<file path="src/rtl/pc_next_ctrl.sv">
// Next-PC selection for the Pc/nextPc loop: reset vector, sequential step,
// jump/branch redirect, hold, and replay of redirects captured during a hold.
// Optional feature macro: PC_NEXT_CTRL_MISALIGN_TRAP_EN (misaligned targets
// trap to TRAP_VECTOR and pulse misalign_err; otherwise low bits are masked).
module pc_next_ctrl #(
   parameter logic [31:0] RESET_VECTOR = 32'h0000_0000,
`ifdef PC_NEXT_CTRL_MISALIGN_TRAP_EN
   parameter logic [31:0] TRAP_VECTOR  = 32'h0000_0080,
`endif
   parameter int unsigned PC_STEP      = 4
) (
   input  logic        clk,
   input  logic        rst_n,
   input  logic [31:0] Pc,
   input  logic        jump_req,
   input  logic [31:0] jump_target,
   input  logic        branch_req,
   input  logic [31:0] branch_target,
   input  logic        stall,
   input  logic        fetch_ready,
   output logic [31:0] nextPc,
   output logic        fetch_valid,
   output logic        flush,
   output logic        redirect_pending
`ifdef PC_NEXT_CTRL_MISALIGN_TRAP_EN
   ,output logic       misalign_err
`endif
);

   localparam int unsigned AW = 32;

   typedef enum logic [1:0] {BOOT, RUN, HOLD, REPLAY} state_t;

   state_t          state_q, state_d;
   logic            pend_q, pend_d;
   logic [AW-1:0]   pend_tgt_q, pend_tgt_d;

   logic            hold;
   logic            redir;
   logic [AW-1:0]   redir_tgt;
   logic            issue;
   logic [AW-1:0]   issue_tgt;
   logic [AW-1:0]   next_pc_c;
   logic            fetch_valid_c;
   logic            flush_c;
   logic            misalign_c;

   // State and pending-redirect registers; pc_register holds the PC itself.
   always_ff @(posedge clk or negedge rst_n) begin
      if (!rst_n) begin
         state_q    <= BOOT;
         pend_q     <= 1'b0;
         pend_tgt_q <= '0;
      end else begin
         state_q    <= state_d;
         pend_q     <= pend_d;
         pend_tgt_q <= pend_tgt_d;
      end
   end

   // Next-state, pending capture and nextPc selection.
   always_comb begin
      state_d       = state_q;
      pend_d        = pend_q;
      pend_tgt_d    = pend_tgt_q;
      issue         = 1'b0;
      issue_tgt     = '0;
      next_pc_c     = Pc;
      fetch_valid_c = 1'b0;
      flush_c       = 1'b0;
      misalign_c    = 1'b0;

      hold      = stall | ~fetch_ready;
      redir     = jump_req | branch_req;
      redir_tgt = jump_req ? jump_target : branch_target;

      case (state_q)
         BOOT: begin
            // Vector is issued regardless of hold so pc_register always loads it.
            next_pc_c     = RESET_VECTOR;
            fetch_valid_c = 1'b1;
            pend_d        = 1'b0;
            state_d       = RUN;
         end
         RUN, REPLAY: begin
            if (hold) begin
               state_d = HOLD;
               if (redir) begin
                  pend_d     = 1'b1;
                  pend_tgt_d = redir_tgt;
               end
            end else begin
               state_d       = RUN;
               fetch_valid_c = 1'b1;
               if (redir) begin
                  issue     = 1'b1;
                  issue_tgt = redir_tgt;
               end else begin
                  next_pc_c = Pc + AW'(PC_STEP);
               end
            end
         end
         HOLD: begin
            if (hold) begin
               // Newest redirect replaces any older pending one.
               if (redir) begin
                  pend_d     = 1'b1;
                  pend_tgt_d = redir_tgt;
               end
            end else begin
               fetch_valid_c = 1'b1;
               pend_d        = 1'b0;
               state_d       = pend_q ? REPLAY : RUN;
               if (redir) begin
                  issue     = 1'b1;
                  issue_tgt = redir_tgt;
               end else if (pend_q) begin
                  issue     = 1'b1;
                  issue_tgt = pend_tgt_q;
               end else begin
                  next_pc_c = Pc + AW'(PC_STEP);
               end
            end
         end
         default: begin
            state_d = BOOT;
         end
      endcase

      // A redirect going out squashes the fetch at the old PC.
      if (issue) begin
         flush_c = 1'b1;
`ifdef PC_NEXT_CTRL_MISALIGN_TRAP_EN
         if (issue_tgt[1:0] != 2'b00) begin
            next_pc_c  = TRAP_VECTOR;
            misalign_c = 1'b1;
         end else begin
            next_pc_c = issue_tgt;
         end
`else
         next_pc_c = issue_tgt & ~AW'(3);
`endif
      end
   end

   // Reset forces the vector out and suppresses fetch/flush immediately.
   always_comb begin
      nextPc           = rst_n ? next_pc_c : RESET_VECTOR;
      fetch_valid      = rst_n & fetch_valid_c;
      flush            = rst_n & flush_c;
      redirect_pending = pend_q;
   end

`ifdef PC_NEXT_CTRL_MISALIGN_TRAP_EN
   assign misalign_err = rst_n & misalign_c;
`else
   logic unused_misalign;
   assign unused_misalign = misalign_c;
`endif

endmodule

</file>
<file path="config.mk">
export PLATFORM = sky130hd
export DESIGN_NAME = pc_next_ctrl
export DESIGN_NICKNAME = d
export VERILOG_FILES = /design/src/rtl/pc_next_ctrl.sv
export SDC_FILE = /design/constraint.sdc
export NUM_CORES = 1
export LEC_CHECK = 0
export BUFFER_PORTS_ARGS = -buffer_cell sky130_fd_sc_hd__buf_2
export CAP_MARGIN = 10
export CORE_AREA = 2 2 87 89
export CTS_CLUSTER_DIAMETER = 100
export DETAILED_ROUTE_END_ITERATION = 8
export DIE_AREA = 0 0 89 91
export GPL_ROUTABILITY_DRIVEN = 1
export PLACE_DENSITY = 0.86
export SYNTH_ARGS = -nofsm -noshare
export SYNTH_HDL_FRONTEND = slang
export SYNTH_SLANG_ARGS = --single-unit
export TNS_END_PERCENT = 5
</file>
<file path="constraint.sdc">
create_clock -name clk -period 2.2 [get_ports clk]
set_input_delay 0.22 -clock clk [delete_from_list [all_inputs] [get_ports clk]]
set_output_delay 0.22 -clock clk [all_outputs]
set_load 0.01 [all_outputs]
</file>
==> results by group, run 1 <==
Yosys
  • Mapped Area: 0.00348 sq mm
  • Complex-gate fraction of the synthesized area: 0.230
  • Mux share of post-synthesis cell area: 0.152
  • Share of flip-flops with an asynchronous set or reset after synthesis: 1.00
  • Proportion of netlist area held by the largest area contributor: 0.237
  • Post-synthesis average cell area: 7.52 sq um
  • Portion of the post-synthesis area used by sequential elements: 0.237
  • Warnings, synthesis: 0
  • Post-Synth XOR/XNOR Area: 0.0478
  • Post-synthesis share of cell area spent on full adders, half adders and majority gates: 0.00359
  • Simple-Gate Fraction of Synth Area: 0.275
  • Flops & latches, synth: 33
  • Number of synthesized flops with an enable pin: 0
  • Main area contributors after synthesis: dfrtp_1, mux2i_1, a21oi_1, nor2_1, xor2_1
  • Area leader, netlist: dfrtp_1
  • Gate count of the mapped netlist: 463
  • Main combinational cell family by area after synthesis: simple AND/OR/NAND/NOR gates
  • Synthesized net count: 566
  • Flip-flop cell with the highest count after synthesis: dfrtp_1
  • Unique cell type count in the Yosys netlist: 54

Placed design
  • Number of buffers added on ports: 132
  • Final HPWL DP: 9360 microns
  • Dpl ws: -46.0 ps
  • GP Congestion: 0.995

Clock tree
  • Insertion delay to the later sink of the worst-skew pair: 280 ps
  • Buffer cell driving the clock tree root: clkbuf_8
  • H-tree depth: 2
  • CTS tree: built
  • Cts bufs inserted: 5
  • Sinks on the clock net: 33
  • Reg clk slew, reported paths: 70 ps
  • Worst-case clock buffer depth: 2

Final layout
  • Final layout net count: 716
  • Relative area change from synthesis to final layout: 36.1%
  • Layout cells sized above 1: 0.377
  • Fin util: 0.664
  • Highest-count cells in the layout ignoring fill and taps: buf_2, nor2_1, a21oi_1
  • Number of filler instances in the final layout: 656
  • Leading cell type in the layout, fill and taps excluded: buf_2

Global routing
  • Met3 usage in global routing: 0.0473
  • Grt ovf: 0
  • Number of global-route vias before repair: 3897
  • Global-route met1 utilization: 0.400
  • GRT Overall Usage: 0.295
  • Busiest layer in global routing: met2
  • Met2 track utilization from global routing: 0.474
  • Antenna violations before repair: 0
  • Pin count of the biggest net entering global routing: 44
  • First-pass GRT wire length: 18800 microns

Route
  • Number of search-and-repair iterations in the first detailed-routing pass: 5
  • Starting DRC count in detailed routing: 371
  • Avg Vias per Cell: 5.95
  • Residual DRC count: 0
  • Via Count: 4241
  • Final routed wirelength across all metal layers: 12400 microns
  • Average routed wire per standard cell: 17.4 microns
  • Detail Route Antenna Nets: 0

Job
  • Max-cap violations: 0

Timing
  • Crit path setup slack, layout: 6.17 ps
  • Final Hold Vio Count: 0
  • Worst-case hold slack: 216 ps
  • Slew Limit Fails: 0
  • Achievable clock frequency: 0.456 GHz
  • Minimum period implied by the final worst setup slack: 2190 ps
  • Finish-stage setup viols: 0
  • Setup clock skew after layout: 1.72 ps
  • Transition at the pin with the smallest max-transition slack: 527 ps
  • Relative slew margins: 0.648
  • Setup repair after global routing missed its margin: true
  • Setup total negative slack: 0 ps
  • Final period util: 0.997

Floorplanning
  • Number of rows created at floorplan: 31
  • Starting density of the core: 0.488
  • Chip width: 89 microns
  • Overall die area: 0.00810 sq mm
  • Std-Cell Core Area: 0.00714 sq mm
  • DIE HEIGHT: 91 microns
  • IO Pins: 137

Worst setup path
  • Slowest-stage cell, CP: or3_4
  • Critical path startpoint category: primary input
  • Data arrival at the endpoint of the critical path: 1970 ps
  • End of the critical path: nextPc[28]
  • R2R setup slack: 500 ps
  • Reg2Reg Capture Point: pend_tgt_q[15]
  • Crit path from: stall
  • Longest individual stage delay on the worst path: 410 ps
  • Largest fanout of any net on the critical path: 6
  • Critical path endpoint category: output pin
  • Worst-path cell chain: buf_8 -> nor4b_4 -> buf_4 -> and2_4 -> nand3b_1 -> mux2i_1 -> or3_4 -> a21oi_2 -> buf_2
  • Crit Path Class: primary input to output pin
  • WP data required: 1980 ps
  • Startpoint of the most critical register-to-register path: state_q[0]
  • Count of cells along the worst register-to-register path: 6

Power and ir drop
  • Pleak: 2.22 nW
  • Peak VDD IR: 0.457 mV
  • Pwr dens: 611 mW/mm^2

Worst hold path
  • WHS Path Cells: 3
  • Path category of the worst min-delay check: primary input to register

Run status
  • Result of the run: completed
## worst max-delay path: cells and delay by family
| family | cells | cell delay, ps |
|---|---|---|
| multiplexers | 1 | 130 |
| buffers and inverters | 3 | 450 |
| AO/OA/AOI/OAI | 1 | 130 |
| AND/OR/NAND/NOR | 4 | 1030 |
## flip-flops by register name, summed over array words and instances (netlist names)
name / count
pend_tgt_q: 30
state_q: 2
redirect_pending: 1
## logic make-up after synthesis
| family | Yosys count |
|---|---|
| compound gates | 134 |
| xor+xnor | 19 |
| fa+ha+maj | 1 |
| buf+inv | 44 |
| flops | 33 |
| mux | 52 |
| simple gates | 180 |
## synth_stat cells, types with 3 or more instances
library cell	instances
nor2_1	67
a21oi_1	60
mux2i_1	44
dfrtp_1	33
clkbuf_1	28
nand2_1	28
o21ai_0	20
xor2_1	15
nand2b_1	14
a31oi_1	12
nand3_1	11
o22ai_1	11
and3_1	9
mux2_2	8
nor3_1	8
inv_1	7
nand4_1	7
nor2b_1	7
buf_2	6
and4_1	5
a221oi_1	4
and2_1	4
nor4_1	4
o32ai_1	4
xnor2_1	4
a211oi_1	3
## per-stage QoR
| stage | cells | cell area [sq um] | total power [mW] |
|---|---|---|---|
| floorplan | 463 | 3480 | 1.74 |
| global placement | 703 | 4470 | 2.27 |
| detailed placement | 703 | 4470 | 2.32 |
| CTS | 712 | 4590 | 2.80 |
| global route | 712 | 4740 | 3.08 |
| finish | 713 | 4740 | 2.90 |
## how the worst min path moves through the flow
| stage | startpoint | end | slack [ps] |
|---|---|---|---|
| floorplan | rst_n | pend_tgt_q[10] | -80 |
| finish | jump_target[6] | pend_tgt_q[6] | 220 |
| global route | branch_target[16] | pend_tgt_q[16] | 220 |
| detailed placement | rst_n | pend_tgt_q[20] | 100 |
| global placement | rst_n | pend_tgt_q[20] | 100 |
| CTS | jump_target[28] | pend_tgt_q[28] | 210 |
## power breakdown
part           switching (mW)  internal [mW]  total, mW
logic                   0.891          0.641       1.53
registers               0.102          0.794      0.897
clock network           0.219          0.248      0.467
## final cells by class
type | count | area [sq um] | area share
Multi-Input combinational cell | 386 | 2610 | 0.551
Inverter | 7 | 26.3 | 0.00555
Clock buffer | 7 | 86.3 | 0.0182
Timing Repair Buffer | 180 | 1060 | 0.224
Tap cell | 99 | 124 | 0.0261
Sequential cell | 33 | 826 | 0.174
Antenna cell | 1 | 2.50 | 0.000528
## routing by layer
layer	wire, microns	share of wire
met5	0	0
met2	5930	0.48
met1	5120	0.41
met3	1070	0.086
met4	299	0.024
## repair_timing
| action | CTS | global route |
|---|---|---|
| endpoints found under the setup margin | 27 | 31 |
| pin swaps | 1 | 10 |
| resized for setup | 5 | 32 |
| setup buffers | 1 | 0 |
| hold buffers | 1 | 0 |
| hold endpoints to repair | 4 | 0 |
No activity file was read; power rests on OpenSTA's default activity.
==> run 2: changes to the inputs <==
--- a/config.mk
+++ b/config.mk
@@ -13,5 +13,5 @@
 export DIE_AREA = 0 0 89 91
 export GPL_ROUTABILITY_DRIVEN = 1
-export PLACE_DENSITY = 0.86
+export PLACE_DENSITY = 0.78
 export SYNTH_ARGS = -nofsm -noshare
 export SYNTH_HDL_FRONTEND = slang
==> constraint.sdc (replaced) <==
create_clock -name clk -period 2.2 [get_ports clk]
set_input_delay 0.22 -clock clk [delete_from_list [all_inputs] [get_ports clk]]
set_output_delay 0.22 -clock clk [all_outputs]
set_load 0.1 [all_outputs]
==> run 2 against run 1 <==
Effect of this change:
- the run now ends with setup timing left
- count of clock-buffer cells in the layout unchanged
- critical path type unchanged
- final area is 28% higher
- total power up 51%
- worst setup slack got worse by 130 ps
- critical path depth up 1
- combinational power is 93% higher
- register-to-register slack gained 30 ps
==> results by group, run 2 (synthesis results as in run 1) <==
Clock tree
  • Cts bufs inserted: 5
  • CTS tree: built
  • Reg clk slew, reported paths: 70 ps
  • Sinks on the clock net: 33
  • Buffer cell driving the clock tree root: clkbuf_8
  • H-tree depth: 2
  • Worst-case clock buffer depth: 2
  • Insertion delay to the later sink of the worst-skew pair: 280 ps

Job
  • Max-cap violations: 0

Floorplanning
  • Starting density of the core: 0.488
  • Overall die area: 0.00810 sq mm
  • DIE HEIGHT: 91 microns
  • Std-Cell Core Area: 0.00714 sq mm
  • Number of rows created at floorplan: 31
  • Chip width: 89 microns
  • IO Pins: 137

Final layout
  • Non-filler cells in the finished layout: 750
  • Highest-count cells in the layout ignoring fill and taps: buf_2, buf_4, a21oi_1
  • Number of filler instances in the final layout: 403
  • Leading cell type in the layout, fill and taps excluded: buf_2
  • Total non-filler cell area in the finished layout: 0.00608 sq mm
  • Final layout net count: 753
  • Largest register by flop count: pend_tgt_q
  • Flip-flop count of the largest register, all copies and words added: 30
  • Layout cells sized above 1: 0.484
  • ANT cells: 0
  • Relative area change from synthesis to final layout: 74.6%

Global routing
  • Pin count of the biggest net entering global routing: 46
  • Number of global-route vias before repair: 4516
  • Antenna violations before repair: 0
  • Grt ovf: 0
  • GRT Overall Usage: 0.340
  • First-pass GRT wire length: 21800 microns

Worst setup path
  • Slowest-stage cell, CP: nor4b_4
  • Worst path top cell family by delay: simple AND/OR/NAND/NOR gates
  • Largest fanout of any net on the critical path: 6
  • Critical path startpoint category: primary input
  • Data arrival at the endpoint of the critical path: 2100 ps
  • Critical path endpoint category: output pin
  • Crit Path Class: primary input to output pin
  • Buffers plus inverters on the worst setup path: 4
  • Count of cells along the worst register-to-register path: 6
  • Longest individual stage delay on the worst path: 400 ps
  • WP data required: 1980 ps
  • Cell depth of the worst setup path: 10
  • Worst-path cell chain: buf_6 -> nor4b_4 -> nand4_4 -> buf_8 -> nor3_2 -> xor2_1 -> a221oi_2 -> buf_4 -> nor2_4 -> buf_12

Timing
  • Finish-stage setup viols: 24
  • Achievable clock frequency: 0.430 GHz
  • Final period util: 1.06
  • Setup clock skew after layout: 3.98 ps
  • Minimum period implied by the final worst setup slack: 2320 ps
  • Relative slew margins: 0.574
  • Transition at the pin with the smallest max-transition slack: 638 ps
  • Final Hold Vio Count: 0
  • Setup repair after global routing missed its margin: true
  • Crit path setup slack, layout: -124 ps
  • Slew Limit Fails: 0

Route
  • Residual DRC count: 0
  • Average routed wire per standard cell: 18.6 microns
  • Detail Route Antenna Nets: 0
  • Starting DRC count in detailed routing: 295
  • Avg Vias per Cell: 6.04
  • Final routed wirelength across all metal layers: 13900 microns
  • Number of search-and-repair iterations in the first detailed-routing pass: 5
  • Via Count: 4531

Placed design
  • Post-detailed-placement cell area: 0.00558 sq mm
  • Final HPWL DP: 10400 microns
  • GP Congestion: 0.943
  • Cell count after placement: 734
  • Number of buffers added on ports: 132

Power and ir drop
  • Pwr dens: 719 mW/mm^2
  • Pleak: 2.64 nW
  • Peak VDD IR: 0.833 mV

Run status
  • Result of the run: complete, but fails checks
  • Failing checks: setup timing

Worst hold path
  • Path category of the worst min-delay check: primary input to async pin
run 2: final cells by class:
class                   instances  area, sq um  share of cell area
clock inverters                 1         5.00            0.000823
clock buffers                   7         96.3              0.0158
well taps                      99          124              0.0204
flip-flops and latches         33          830               0.136
inverters                       7         30.0             0.00494
repair buffers                217         1890               0.311
multi-input cells             386         3100               0.510
run 2: power by group:
group	switching, mW	internal (mW)
clock network	0.218	0.283
logic	1.82	1.13
registers	0.120	0.799
total	2.16	2.21
run 2: through the flow:
| stage | setup WS [ps] | util | power, mW | TNS, ps | hold slack [ps] |
|---|---|---|---|---|---|
| detailed placement | -172 | 0.782 | 3.67 | -1500 | 91.7 |
| finish | -124 | 0.852 | 4.37 | -1120 | 82.0 |
| global route | -212 | 0.852 | 4.56 | -3200 | 74.0 |
| CTS | -78.5 | 0.833 | 4.28 | -830 | 53.9 |
| global placement | -127 | 0.782 | 3.59 | -989 | 91.6 |
| floorplan | -276 | - | 2.65 | -6170 | -75.6 |
run 2: path summary, 6_finish.rpt:
kind                                   from          endpoint  slack (ps)
setup / recovery                      stall        nextPc[29]        -120
max in group asynchronous             rst_n  redirect_pending        1590
min in group clk           branch_target[8]     pend_tgt_q[8]         220
hold reg to reg              pend_tgt_q[27]    pend_tgt_q[27]         520
setup reg to reg                 state_q[0]     pend_tgt_q[6]         530
hold / removal                        rst_n    pend_tgt_q[31]          80
run 2: repair_timing:
item                                    CTS  global route
endpoints found under the setup margin   30            32
hold buffers                              1             0
pin swaps                                26            21
hold endpoints to repair                  2             0
buffers inserted                          6             1
resized for setup                        46            24
run 2: layer usage:
metal,global-route usage,wire length [microns]
met1,0.440,5360
met3,0.0545,1120
met4,0.114,363
met2,0.570,7100
met5,0,0
==> run 3: changes to the inputs <==
TNS_END_PERCENT = 100   (was 5)
==> run 3 against run 2 <==
Effect of this change:
- the run still ends with setup timing left
- routed wire length up 23%
- die area is the same
- non-clock buffer count stayed put
- flip-flop and latch count did not move
- via count up 10%
- largest power group unchanged
- largest cell class unchanged
- register-to-register slack got worse by 140 ps
- clock skew increased by 2.9 ps
- sequential power is 2% higher
- worst setup slack lost 66 ps
==> results by group, run 3 (synthesis results as in run 1) <==
Run status
  • Result of the run: complete, but fails checks
  • Failing checks: setup timing

Worst setup path
  • Largest fanout of any net on the critical path: 5
  • Critical path startpoint category: register
  • Worst-path cell chain: nand2b_4 -> nand2_2 -> nor4_4 -> nand3_2 -> xor2_2 -> o22ai_4 -> buf_12
  • Slowest-stage cell, CP: dfrtp_4
  • Crit Path Class: register to output pin
  • Longest individual stage delay on the worst path: 530 ps
  • Data arrival at the endpoint of the critical path: 2170 ps
  • Count of cells along the worst register-to-register path: 7
  • Critical path endpoint category: output pin
  • WP data required: 1980 ps

Final layout
  • Layout cells sized above 1: 0.506
  • FF+latch area: 830 sq um
  • Number of filler instances in the final layout: 361
  • Flip-flop count of the largest register, all copies and words added: 30
  • Total area of multi-input combinational cells: 0.00314 sq mm
  • Leading cell type in the layout, fill and taps excluded: buf_2
  • Total non-filler cell area in the finished layout: 0.00613 sq mm
  • Final layout net count: 753
  • Highest-count cells in the layout ignoring fill and taps: buf_2, buf_4, nor2_1
  • ANT cells: 0
  • Fin util: 0.859
  • Relative area change from synthesis to final layout: 76.0%
  • Largest register by flop count: pend_tgt_q

Power and ir drop
  • Pleak: 2.63 nW
  • Cell internal power dissipation: 2.23 mW
  • Share of total power consumed by net switching: 0.507
  • Pwr dens: 737 mW/mm^2
  • Combinational share of power: 0.691
  • Peak VDD IR: 0.549 mV
  • Seq pwr share: 0.207
  • Switch Pwr: 2.29 mW
  • Clock power share: 0.103

Floorplanning
  • Number of rows created at floorplan: 31
  • Overall die area: 0.00810 sq mm
  • Std-Cell Core Area: 0.00714 sq mm
  • Starting density of the core: 0.488
  • Chip width: 89 microns
  • DIE HEIGHT: 91 microns
  • IO Pins: 137

Clock tree
  • Buffer cell driving the clock tree root: clkbuf_8
  • Sinks on the clock net: 33
  • Worst-case clock buffer depth: 2
  • CTS tree: built
  • Insertion delay to the later sink of the worst-skew pair: 290 ps
  • H-tree depth: 2
  • Reg clk slew, reported paths: 70 ps
  • Cts bufs inserted: 5

Global routing
  • Pin count of the biggest net entering global routing: 61
  • GRT Overall Usage: 0.359
  • First-pass GRT wire length: 22800 microns
  • Antenna violations before repair: 0
  • Grt ovf: 0
  • Number of global-route vias before repair: 4530

Timing
  • Setup clock skew after layout: 6.91 ps
  • Worst-case hold slack: 59.3 ps
  • Final period util: 1.09
  • Crit path setup slack, layout: -190 ps
  • Setup repair after global routing missed its margin: true
  • Relative slew margins: 0.642
  • Final Hold Vio Count: 0
  • Transition at the pin with the smallest max-transition slack: 536 ps
  • Achievable clock frequency: 0.418 GHz
  • Minimum period implied by the final worst setup slack: 2390 ps
  • Setup total negative slack: -3430 ps
  • Slew Limit Fails: 0
  • Finish-stage setup viols: 31

Placed design
  • GP Congestion: 0.932
  • Post-detailed-placement cell area: 0.00549 sq mm
  • Number of buffers added on ports: 132
  • Dpl ws: -128 ps
  • Final HPWL DP: 10200 microns

Route
  • Number of search-and-repair iterations in the first detailed-routing pass: 8
  • Average routed wire per standard cell: 22.9 microns
  • Residual DRC count: 0
  • Final routed wirelength across all metal layers: 17100 microns
  • Starting DRC count in detailed routing: 763
  • Avg Vias per Cell: 6.67
  • Detail Route Antenna Nets: 0
  • Via Count: 4994

Job
  • Max-cap violations: 0

Worst hold path
  • Path category of the worst min-delay check: primary input to async pin
[run 3: final timing paths]
path                                         from               end  slack (ps)
worst max-delay path             redirect_pending        nextPc[13]        -190
worst min-delay path                        rst_n     pend_tgt_q[5]          60
worst max register to register         state_q[0]    pend_tgt_q[11]         390
worst min register to register     pend_tgt_q[15]    pend_tgt_q[15]         530
max in group asynchronous                   rst_n  redirect_pending        1420
min in group clk                branch_target[16]    pend_tgt_q[16]         210
[run 3: layout make-up]
class / count / area share
Sequential cell: 33 / 0.135
Multi-Input combinational cell: 386 / 0.512
Timing Repair Buffer: 217 / 0.314
Inverter: 7 / 0.00490
Tap cell: 99 / 0.0202
Clock buffer: 7 / 0.0141
[run 3: power by group through the flow]
stage	clock, mW	sequential (mW)	combinational, mW
global route	0.491	0.944	3.22
floorplan	0	0.940	1.74
CTS	0.462	0.916	2.83
global placement	0	0.898	2.62
finish	0.463	0.934	3.12
detailed placement	0	0.916	2.69
[run 3: repair_timing]
action,in CTS,in global routing
resized for setup,39,52
pin swaps,14,29
setup endpoints to repair,32,32
buffers inserted,6,10
gates cloned,1,0
hold buffers,1,0
endpoints found under the hold margin,3,0
[run 3: per-stage QoR]
stage / instances / power (mW)
4_1_cts: 739 / 4.21
3_5_place_dp: 724 / 3.60
5_1_grt: 749 / 4.65
6_report: 749 / 4.52
3_3_place_gp: 724 / 3.52
2_1_floorplan: 463 / 2.68
[run 3: metal layers]
metal	part of all wire	up-vias	routed length (microns)	GRT usage
met2	0.46	469	7800	0.588
met1	0.35	2286	5960	0.447
met4	0.080	0	1370	0.177
met5	0	-	0	0
met3	0.12	178	2020	0.0645
li1	-	2061	-	-
[run 3: worst max-delay path, delay by kind of cell, from the launching register on]
| family | cells | cell delay (ps) |
|---|---|---|
| compound gates | 1 | 170 |
| simple gates | 4 | 780 |
| buf+inv | 1 | 200 |
| xor+xnor | 1 | 200 |
| flops | 1 | 530 |
